<file path="config.mk">
export PLATFORM = sky130hd
export DESIGN_NAME = sram_req_adapter
export DESIGN_NICKNAME = d
export VERILOG_FILES = /design/src/rtl/sram_pkg.sv /design/src/rtl/sram_resp_queue.sv /design/src/rtl/sram_req_adapter.sv
export SDC_FILE = /design/constraint.sdc
export NUM_CORES = 1
export LEC_CHECK = 0
export ABC_CLOCK_PERIOD_IN_PS = 3110
export CORE_MARGIN = 3
export CORE_UTILIZATION = 25
export CTS_BUF_LIST = sky130_fd_sc_hd__clkbuf_8 sky130_fd_sc_hd__clkbuf_16
export CTS_CLUSTER_DIAMETER = 60
export DETAILED_ROUTE_END_ITERATION = 10
export PLACE_DENSITY = 0.63
export SYNTH_ARGS = -nofsm -noshare
export SYNTH_HDL_FRONTEND = slang
export SYNTH_SLANG_ARGS = --single-unit
export TNS_END_PERCENT = 50
</file>
<file path="constraint.sdc">
create_clock -name clk -period 3.11 [get_ports clk]
set_clock_uncertainty 0.05 [all_clocks]
set_input_delay 0.311 -clock clk [delete_from_list [all_inputs] [get_ports clk]]
set_output_delay 0.311 -clock clk [all_outputs]
set_load 0.02 [all_outputs]
</file>
<file path="src/rtl/sram_pkg.sv">
// Types shared by the SRAM request adapter and its response queue.
package sram_pkg;

  typedef enum logic {
    SRAM_RD = 1'b0,
    SRAM_WR = 1'b1
  } sram_type_e;

  localparam int SRAM_DATA_NBITS = 32;

  // Response record at the default data width; the adapter builds the same
  // layout sized to its own data width.
  typedef struct packed {
    sram_type_e                 rtype;
    logic [SRAM_DATA_NBITS-1:0] data;
  } sram_resp_t;

endpackage

</file>
<file path="src/rtl/sram_resp_queue.sv">
// Small circular response buffer; enqueue is trusted never to hit a full queue.
module sram_resp_queue #(
  parameter int  DEPTH     = 3,
  parameter type T         = logic,
  parameter int  CNT_NBITS = $clog2(DEPTH + 1)
) (
  input  logic                 clk,
  input  logic                 reset,
  input  logic                 enq_val,
  input  T                     enq_data,
  output logic                 deq_val,
  input  logic                 deq_rdy,
  output T                     deq_data,
  output logic [CNT_NBITS-1:0] count
);

  localparam int PTR_NBITS = (DEPTH > 1) ? $clog2(DEPTH) : 1;

  T                     mem_q [DEPTH];
  logic [PTR_NBITS-1:0] wptr_q, wptr_d;
  logic [PTR_NBITS-1:0] rptr_q, rptr_d;
  logic [CNT_NBITS-1:0] count_q, count_d;
  logic                 do_deq;

  // Depth need not be a power of two, so wrap explicitly.
  function automatic logic [PTR_NBITS-1:0] ptr_inc(input logic [PTR_NBITS-1:0] p);
    return (p == PTR_NBITS'(DEPTH - 1)) ? '0 : p + PTR_NBITS'(1);
  endfunction

  always_comb begin
    do_deq  = (count_q != '0) && deq_rdy;
    wptr_d  = enq_val ? ptr_inc(wptr_q) : wptr_q;
    rptr_d  = do_deq ? ptr_inc(rptr_q) : rptr_q;
    count_d = count_q;
    if (enq_val && !do_deq) begin
      count_d = count_q + CNT_NBITS'(1);
    end else if (!enq_val && do_deq) begin
      count_d = count_q - CNT_NBITS'(1);
    end
  end

  always_ff @(posedge clk or negedge reset) begin
    if (!reset) begin
      wptr_q  <= '0;
      rptr_q  <= '0;
      count_q <= '0;
    end else begin
      wptr_q  <= wptr_d;
      rptr_q  <= rptr_d;
      count_q <= count_d;
    end
  end

  always_ff @(posedge clk) begin
    if (enq_val) begin
      mem_q[wptr_q] <= enq_data;
    end
  end

  assign deq_val  = (count_q != '0);
  assign deq_data = mem_q[rptr_q];
  assign count    = count_q;

endmodule

</file>
<file path="src/rtl/sram_req_adapter.sv">
// Turns val/rdy requests into single-port SRAM accesses and returns ordered
// responses through a 3-entry queue sized to cover the SRAM read latency.
module sram_req_adapter
  import sram_pkg::*;
#(
  parameter  int p_data_nbits  = 32,
  parameter  int p_num_entries = 256,
  localparam int c_addr_nbits  = $clog2(p_num_entries),
  localparam int c_qdepth      = 3
) (
  input  logic                      clk,
  input  logic                      reset,
  input  logic                      req_val,
  output logic                      req_rdy,
  input  logic                      req_type,
  input  logic [31:0]               req_addr,
  input  logic [p_data_nbits/8-1:0] req_wben,
  input  logic [p_data_nbits-1:0]   req_data,
  output logic                      resp_val,
  input  logic                      resp_rdy,
  output logic                      resp_type,
  output logic [p_data_nbits-1:0]   resp_data,
  output logic                      port0_val,
  output logic                      port0_type,
  output logic [c_addr_nbits-1:0]   port0_idx,
  output logic [p_data_nbits/8-1:0] port0_wben,
  output logic [p_data_nbits-1:0]   port0_wdata,
  input  logic [p_data_nbits-1:0]   port0_rdata
);

  localparam int c_cnt_nbits = $clog2(c_qdepth + 1);
  localparam int c_occ_nbits = c_cnt_nbits + 1;

  typedef struct packed {
    sram_type_e              rtype;
    logic [p_data_nbits-1:0] data;
  } resp_t;

  logic                   rdy_en_q, rdy_en_d;
  logic                   inflight_val_q, inflight_val_d;
  sram_type_e             inflight_type_q, inflight_type_d;
  logic [c_cnt_nbits-1:0] q_count;
  logic [c_occ_nbits-1:0] occupancy;
  resp_t                  q_enq_data, q_deq_data;
  logic                   unused_addr_bits;

  // Credit check uses registered state only, so resp_rdy never reaches req_rdy.
  assign occupancy = c_occ_nbits'(inflight_val_q) + c_occ_nbits'(q_count);
  assign req_rdy   = rdy_en_q && (occupancy < c_occ_nbits'(c_qdepth));

  assign port0_val   = req_val && req_rdy;
  assign port0_type  = req_type;
  assign port0_idx   = req_addr[c_addr_nbits+1:2];
  assign port0_wben  = req_wben;
  assign port0_wdata = req_data;

  assign unused_addr_bits = ^{req_addr[31:c_addr_nbits+2], req_addr[1:0]};

  always_comb begin
    rdy_en_d         = 1'b1;
    inflight_val_d   = port0_val;
    inflight_type_d  = sram_type_e'(req_type);
    q_enq_data.rtype = inflight_type_q;
    q_enq_data.data  = (inflight_type_q == SRAM_RD) ? port0_rdata : '0;
  end

  always_ff @(posedge clk or negedge reset) begin
    if (!reset) begin
      rdy_en_q       <= 1'b0;
      inflight_val_q <= 1'b0;
    end else begin
      rdy_en_q       <= rdy_en_d;
      inflight_val_q <= inflight_val_d;
    end
  end

  always_ff @(posedge clk) begin
    if (port0_val) begin
      inflight_type_q <= inflight_type_d;
    end
  end

  sram_resp_queue #(
    .DEPTH     (c_qdepth),
    .T         (resp_t),
    .CNT_NBITS (c_cnt_nbits)
  ) u_resp_queue (
    .clk      (clk),
    .reset    (reset),
    .enq_val  (inflight_val_q),
    .enq_data (q_enq_data),
    .deq_val  (resp_val),
    .deq_rdy  (resp_rdy),
    .deq_data (q_deq_data),
    .count    (q_count)
  );

  assign resp_type = q_deq_data.rtype;
  assign resp_data = q_deq_data.data;

endmodule

</file>
==> reports/metrics.cfg <==
[power]
power_leakage_nw=1.946
vdd_drop_max_v=0.0004537
powerDensity_nw_per_um2=890.8
power_mw=5.017

[flow_run]
drv_cap=0

[global_routing]
grt_pass1_wl_um=14720
grt_max_degree=40
grt_pass1_vias=2665
antenna_found_initial=0
track_usage=0.09635
grt_remaining_overflow=0

[cts]
cts_tree=yes
clkLatencyLatePin_ps=340
htree_levels=3
numCtsBuffers=9
hold_buffers=0
cts.sinks=108
clk_path_buf_depth=2
ctsResizeCount=0
post-cts-setup-buffer-count=0
clk_pin_slew_ps=70
clockRootBuffer=clkbuf_16

[floorplanning]
io_pins=186
fp-row-count=49
die_w_um=142.7
die_area_um2=20350
fp.dieH_um=142.7
core_area_um2=18150
initial_utilization=0.2573

[logic_synthesis]
synth_fp_nets=431
synthCells=323
synth_ff_type=edfxtp_1
synth_cell_type_count=28
ys_seq_elements=108
async_reset_ff_frac=0.07407
synth-edff-count=100
ys_seq_area_frac=0.6860
syn-cell-area_um2=4669
postSynthAreaPerCell_um2=14.46
yosysWarnings=0

[critical_path]
criticalPathCategory=flip-flop to output pin
end_kind=output pin
cp-start-kind=flip-flop
reg2reg_from=inflight_val_q$_DFF_PN0_
reg2reg_depth=3
cp_data_arrival_time_ps=2400
critPathRequiredTime_ps=2750
r2r_slack_ps=1200
cp_max_fo=5
r2r_end=u_resp_queue.mem_q[2][18]$_DFFE_PP_

[cells_and_area]
drive_above_1_share=0.09141
fin_area_um2=5632
area_delta_synth_final_pct=20.61
antenna_cells=0
nNetsFinal=464
fillers=1797

[placed_design]
post-dp-hpwl_um=6075
place_area_um2=5331
port_buffers=73
dp_slack_ps=684.3
gp_congestion=0.6936

[timing]
hold_viol=0
setup_ws_ps=351.2
worstMarginPinSlew_ps=774.9
min_period_over_period=0.8871
slew_violations=0
period_needed_ps=2759
slew_headroom=0.4834
fmax_mhz=362.5
finalSetupViolations=0
rsz0062_at_grt=no
tns_ps=0

[drt]
vias=2490
routedWlPerCell_um=16.17
drcViolationCount=0
via_per_inst=4.220
ant_nets=0
drt-total-wl_um=9540
drt-initial-drc-count=97
drt_first_pass_iters=6

[run_status]
status=complete, no violations

[hold_path]
hp-class=input pin to async pin

[area by class of cell]
cell class,count,area [um^2],share of cell area
timing repair buffer,81,803.3,0.1426
inverter,2,7.507,0.001333
tap,229,286.5,0.05088
multi-input combinational,154,1028,0.1826
sequential,108,3206,0.5692
clock buffer,9,225.2,0.03999
clock inverter,7,75.07,0.01333
[stage by stage]
step                cells  utilization  hold slack (ps)
detailed placement    574       0.2938            484.2
global placement      574       0.2938            470.9
floorplan             323            -           -34.59
global route          590       0.3103            222.3
CTS                   590       0.3103            202.1
finish                590       0.3103            201.3
[registers in the layout, summed over array words and instances, names as in the netlist]
signal               count
rdy_en_q                 1
inflight_val_q           1
inflight_type_q          1
u_resp_queue.count       2
u_resp_queue.rptr_q      2
u_resp_queue.mem_q      99
u_resp_queue.wptr_q      2
[how the worst max path moves through the flow]
| stage | start | endpoint | slack (ps) | cells past startpoint |
|---|---|---|---|---|
| floorplan | inflight_val_q$_DFF_PN0_ | u_resp_queue.mem_q[0][0]$_DFFE_PP_ | -190 | 2 |
| global placement | u_resp_queue.count[0]$_DFFE_PN0P_ | port0_val | 710 | 5 |
| detailed placement | u_resp_queue.count[0]$_DFFE_PN0P_ | port0_val | 680 | 5 |
| CTS | u_resp_queue.count[0]$_DFFE_PN0P_ | port0_val | 270 | 5 |
| global route | u_resp_queue.count[0]$_DFFE_PN0P_ | port0_val | 150 | 5 |
| finish | u_resp_queue.count[0]$_DFFE_PN0P_ | port0_val | 350 | 5 |
[Yosys cell counts (2+ instances only)]
master / instances / area [um^2]
edfxtp_1: 100 / 3003
buf_4: 46 / 345.3
nand2_1: 35 / 131.4
mux2i_1: 33 / 330.3
o21ai_1: 25 / 125.1
nor2b_1: 23 / 143.9
and2b_1: 9 / 67.56
dfrtp_1: 8 / 200.2
o21ai_0: 6 / 30.03
clkbuf_1: 5 / 18.77
o21ai_2: 4 / 35.03
a21o_1: 3 / 22.52
buf_12: 3 / 60.06
buf_2: 3 / 15.01
ha_1: 3 / 37.54
inv_1: 2 / 7.510
nor2_1: 2 / 7.510
nor3_1: 2 / 10.01
xor2_1: 2 / 17.52
[cell usage in the layout, fill, tap and decap left out, drive strengths merged]
cell type	n
ha	3
nand2b	1
buf	8
dfrtp	8
edfxtp	100
o21ai	35
a211oi	1
and2	1
clkdlybuf4s50	73
and2b	9
nor3	2
bufinv	1
nor2b	23
conb	1
nor2	2
mux2i	33
clkinvlp	2
nor3b	1
inv	5
xnor2	1
clkbuf	9
xor2	2
or2	1
a21o	3
clkinv	1
nand2	35
[power breakdown]
group / switching, mW / internal (mW)
clock: 0.514 / 0.629
sequential: 0.226 / 1.82
combinational: 0.961 / 0.868
total: 1.70 / 3.32
[kinds of logic (layout without fill, tap and decap cells)]
group	Yosys count	in the layout	synth area share
flops	108	108	0.6860
buf+inv	61	99	0.09887
mux	33	33	0.07074
fa+ha+maj	3	3	0.008039
other cells	1	1	0.0008031
xor+xnor	3	3	0.005628
simple gates	75	75	0.08280
compound gates	39	39	0.04716
[routing by layer]
| metal | track usage | share of wire |
|---|---|---|
| met1 | 0.1141 | 0.41 |
| met2 | 0.1501 | 0.46 |
| met3 | 0.02880 | 0.066 |
| met5 | 0 | 0 |
| met4 | 0.06703 | 0.062 |
[critical path: stages, from the launching register on]
cell	delay, ps
dfrtp_1	440
ha_1	210
ha_1	260
a211oi_1	300
and2_1	220
clkdlybuf4s50_1	620
(Power assumes the default switching activity.)
